===== src/rtl/mem_port_arbiter.sv =====
// Round-robin arbiter that shares one DDR2 command port between the cache (port 0) and the DVI engine (port 1).
// Optional BUSY watchdog enabled by defining ARB_TIMEOUT_EN.
module mem_port_arbiter #(
  parameter int ADDR_W         = 28,
  parameter int DATA_W         = 256,
  parameter int TIMEOUT_CYCLES = 255
) (
  input  logic              clk,
  input  logic              rst_n,
  input  logic              req0_valid,
  input  logic              req0_rw,
  input  logic [ADDR_W-1:0] req0_addr,
  input  logic [DATA_W-1:0] req0_wr_data,
  output logic [DATA_W-1:0] req0_rd_data,
  output logic              req0_ready,
  input  logic              req1_valid,
  input  logic              req1_rw,
  input  logic [ADDR_W-1:0] req1_addr,
  input  logic [DATA_W-1:0] req1_wr_data,
  output logic [DATA_W-1:0] req1_rd_data,
  output logic              req1_ready,
  output logic [ADDR_W-1:0] mem_data_addr,
  output logic [DATA_W-1:0] mem_data_wr,
  output logic              mem_rw_data,
  output logic              mem_valid_data,
  input  logic [DATA_W-1:0] mem_data_rd,
  input  logic              mem_ready_data,
  output logic [1:0]        gnt,
  output logic              error
);

  typedef enum logic [1:0] {IDLE, BUSY, DONE} state_t;

  state_t state;
  logic   last_grant;
  logic   winner;

`ifdef ARB_TIMEOUT_EN
  logic [7:0] timeout_cnt;
`else
  logic [7:0] unused_timeout_cfg;
  assign unused_timeout_cfg = 8'(TIMEOUT_CYCLES);
  assign error = 1'b0;
`endif

  // On a tie the port that did not win last time gets the grant.
  always_comb begin
    winner = req1_valid;
    if (req0_valid && req1_valid) winner = ~last_grant;
  end

  always_ff @(posedge clk or negedge rst_n) begin
    if (!rst_n) begin
      state          <= IDLE;
      last_grant     <= 1'b1;
      gnt            <= 2'b00;
      mem_data_addr  <= '0;
      mem_data_wr    <= '0;
      mem_rw_data    <= 1'b0;
      mem_valid_data <= 1'b0;
      req0_ready     <= 1'b0;
      req1_ready     <= 1'b0;
      req0_rd_data   <= '0;
      req1_rd_data   <= '0;
`ifdef ARB_TIMEOUT_EN
      timeout_cnt    <= '0;
      error          <= 1'b0;
`endif
    end else begin
      case (state)
        IDLE: begin
          if (req0_valid || req1_valid) begin
            mem_data_addr  <= winner ? req1_addr    : req0_addr;
            mem_data_wr    <= winner ? req1_wr_data : req0_wr_data;
            mem_rw_data    <= winner ? req1_rw      : req0_rw;
            mem_valid_data <= 1'b1;
            gnt            <= winner ? 2'b10 : 2'b01;
            last_grant     <= winner;
            state          <= BUSY;
`ifdef ARB_TIMEOUT_EN
            timeout_cnt    <= '0;
`endif
          end
        end
        BUSY: begin
          if (mem_ready_data) begin
            if (!mem_rw_data) begin
              if (gnt[1]) req1_rd_data <= mem_data_rd;
              else        req0_rd_data <= mem_data_rd;
            end
            mem_valid_data <= 1'b0;
            mem_rw_data    <= 1'b0;
            req0_ready     <= gnt[0];
            req1_ready     <= gnt[1];
            state          <= DONE;
          end
`ifdef ARB_TIMEOUT_EN
          // Abort a stuck transaction: the owner still sees a ready, with zeroed data.
          else if (timeout_cnt == 8'(TIMEOUT_CYCLES - 1)) begin
            if (gnt[1]) req1_rd_data <= '0;
            else        req0_rd_data <= '0;
            mem_valid_data <= 1'b0;
            mem_rw_data    <= 1'b0;
            req0_ready     <= gnt[0];
            req1_ready     <= gnt[1];
            error          <= 1'b1;
            state          <= DONE;
          end else begin
            timeout_cnt <= timeout_cnt + 8'd1;
          end
`endif
        end
        DONE: begin
          req0_ready <= 1'b0;
          req1_ready <= 1'b0;
          gnt        <= 2'b00;
          state      <= IDLE;
        end
        default: state <= IDLE;
      endcase
    end
  end

endmodule


===== config.mk =====
export PLATFORM = sky130hd
export DESIGN_NAME = mem_port_arbiter
export DESIGN_NICKNAME = d
export VERILOG_FILES = /design/src/rtl/mem_port_arbiter.sv
export SDC_FILE = /design/constraint.sdc
export NUM_CORES = 1
export LEC_CHECK = 0
export CORE_AREA = 2 2 640 642
export DETAILED_ROUTE_END_ITERATION = 10
export DIE_AREA = 0 0 642 644
export GPL_TIMING_DRIVEN = 0
export RECOVER_POWER = 50
export SLEW_MARGIN = 25
export SYNTH_ARGS = -nofsm -noshare
export SYNTH_HDL_FRONTEND = slang
export SYNTH_SLANG_ARGS = --single-unit
export TNS_END_PERCENT = 20

===== constraint.sdc =====
create_clock -name clk -period 2.5 [get_ports clk]
set_input_delay 0.5 -clock clk [delete_from_list [all_inputs] [get_ports clk]]
set_output_delay 0.5 -clock clk [all_outputs]
set_load 0.005 [all_outputs]

==> metrics.cfg <==
[grt]
globalRouteOverflowTotal = 0
grt_pass1_wl_um = 413900
antenna_found_initial = 394
grt_pass1_vias = 27090
grt_start_max_net_pins = 126
grt_use_total_pct = 16.45

[synth]
syn_nets = 2873
async_reset_ff_share_pct = 100.0
mappedNetlistArea_um2 = 34530
synth.distinct_cells = 27
ys_ff_latch = 805
yosys_warnings = 0
synth_area_leader_cell = dfrtp_1
syn_inst = 2042
synthTopCellsByArea = dfrtp_1 58%, mux2_2 27%, mux2_4 10%
synth.avg_cell_area_um2 = 16.91
synthDominantCellAreaShare_pct = 58.27
yosysSeqAreaShare_pct = 58.35
synth_top_flop_cell = dfrtp_1
synth_edf_count = 0
yosysMostFrequentCell = mux2_2
ys_top_cells_by_count = 840 x mux2_2, 804 x dfrtp_1, 240 x mux2_4, 59 x buf_2, 26 x buf_6

[floorplan]
dieWidth_um = 642
std_cell_rows = 235
die-area_um2 = 413400
io_pins = 1634
core_um2 = 407500
start_util_pct = 8.472
die_height_um = 644

[run_status]
outcome = complete, but fails checks
violations = antenna violations, max-capacitance violations, max-slew violations

[timing]
finalHoldViolCount = 0
fmax_mhz = 408.2
fin_tns_setup_ns = 0
setup_slack_ns = 0.05043
clock_skew_ns = 0.1489
worst_pin_slew_ns = 2.140
relSlewSlack_pct = -42.70
setup_viol = 0
fin_crit_sh_pct = 97.98
grt_setup_unrepaired = no
maxSlewViolCount = 194
period_needed_ns = 2.450
hold_slack_ns = 0.1272

[power]
power_density_nw_per_um2 = 1262
p_leak_nw = 23.90
ir_worst_vdd_uv = 710.0

[finish]
multiInputGateArea_um2 = 12790
fillCellCount = 45590
nets = 4634
area_growth_syn_to_layout_pct = 76.51
drive_above_1_share_pct = 33.24
fin_util_pct = 14.95
regArea_um2 = 20150

[detailed_routing]
vias_per_cell = 2.985
wl_per_cell_um = 37.39
drc = 0
routed_wl_um = 352500
first_iter_violations = 2259
ant_nets = 1
firstDrtPassIters = 5
via_count = 28140

[hold_path]
worstHoldPathType = input port to asynchronous set/reset pin

[cts]
clockRootBuffer = clkbuf_16
cts_inserted_buffers = 107
cts_tree = done
path_clk_slew_ns = 0.06
cts_sinks = 805
cts_setup_buffers = 0
clock_latency_ns = 0.92
cts_max_level = 3
clk_path_buf_depth = 4

[setup_path]
cp_data_required_time_ns = 2.00
worst_path_max_delay_cell = clkdlybuf4s50_1
crit_family = buffers and inverters
cp-start-kind = flop
crit_type = flop to output pin
crit_fanout = 2
worstPathCellList = clkdlybuf4s50_1
arrival_ns = 1.95
end_kind = output pin
slowest_delay_ns = 0.75
cp_num_buf_inv = 1

[placement]
pre_cts_slack_ns = -1.255
hpwlAfterDp_um = 315300
io_buffers = 1632
gp_congestion = 0.9817

[run]
drv_cap = 3

[final timing paths]
kind / startpoint / end / slack (ns) / cells after the start
min reg2reg: mem_valid_data / mem_valid_data / 0.48 / 2
min: rst_n / req1_rd_data[98] / 0.13 / 6
max: mem_data_wr[102] / mem_data_wr[102] / 0.05 / 1
max in group asynchronous: rst_n / mem_data_wr[211] / 0.29 / 7
max reg2reg: last_grant / mem_data_wr[207] / 0.07 / 6
min in group clk: mem_data_rd[97] / req1_rd_data[97] / 0.22 / 2
[cell families after synthesis]
family / Yosys count / share of synthesized area (%)
mux: 1082 / 37.89
flops: 805 / 58.35
buf+inv: 125 / 3.218
compound gates: 15 / 0.2936
simple gates: 14 / 0.2356
other cells: 1 / 0.01086
[layer usage]
metal	track usage, %	vias up	part of all wire (%)
met5	0	-	0.45
met4	5.779	232	4.9
met1	17.19	14010	35
li1	-	11000	-
met3	12.12	801	17
met2	25.39	2097	43
[through the flow]
step                total power (W)  area (um^2)  instances
finish                      0.07691        60940       9427
global route                0.08077        60830       9382
CTS                         0.07989        61640       9335
detailed placement          0.06371        57930       9135
global placement            0.06362        57680       9125
floorplan                   0.03520        34530       2042
[report_power, final]
| part | switching, W | internal, W | total [W] |
|---|---|---|---|
| Combinational | 0.0184 | 0.0183 | 0.0367 |
| Clock | 0.00703 | 0.00980 | 0.0168 |
| Sequential | 0.00364 | 0.0197 | 0.0233 |
| Total | 0.0291 | 0.0478 | 0.0769 |
[what timing repair did]
| action | 4_1_cts | 5_1_grt |
|---|---|---|
| cloned | 0 | 0 |
| setup endpoints to repair | 532 | 69 |
| gates resized for setup | 349 | 26 |
| hold buffers | 10 | 0 |
| hold endpoints to repair | 238 | 0 |
[registers in the layout (all words and copies together) (netlist names)]
| signal | cells |
|---|---|
| req0_rd_data | 256 |
| req0_ready | 1 |
| mem_rw_data | 1 |
| state | 2 |
| mem_valid_data | 1 |
| mem_data_addr | 28 |
| gnt | 2 |
| mem_data_wr | 256 |
| last_grant | 1 |
| req1_ready | 1 |
| req1_rd_data | 256 |
[cells in the final DEF, fill, tap and decap left out, types with 9 or more instances in the layout]
master           instances
buf_16                   9
buf_2                   43
buf_4                   13
buf_6                   21
bufinv_16               14
clkbuf_1                31
clkbuf_16              107
clkbuf_2                26
clkbuf_4                11
clkbuf_8                16
clkdlybuf4s15_1         13
clkdlybuf4s15_2         31
clkdlybuf4s50_1       1352
clkinv_2                14
clkinvlp_4              12
dfrtp_1                804
diode_2                 92
dlygate4sd2_1          220
dlygate4sd3_1           10
mux2_1                 132
mux2_2                 839
mux2_4                 109
[final cells by class]
type,instances,share of cell area [%]
flip-flops and latches,805,33.06
diodes,92,0.3778
inverters,2,0.01232
clock buffers,135,4.829
well taps,5451,11.19
repair buffers,1652,26.92
clock inverters,55,1.257
plain buffers,123,1.369
multi-input cells,1112,20.99
(Power assumes the default switching activity.)
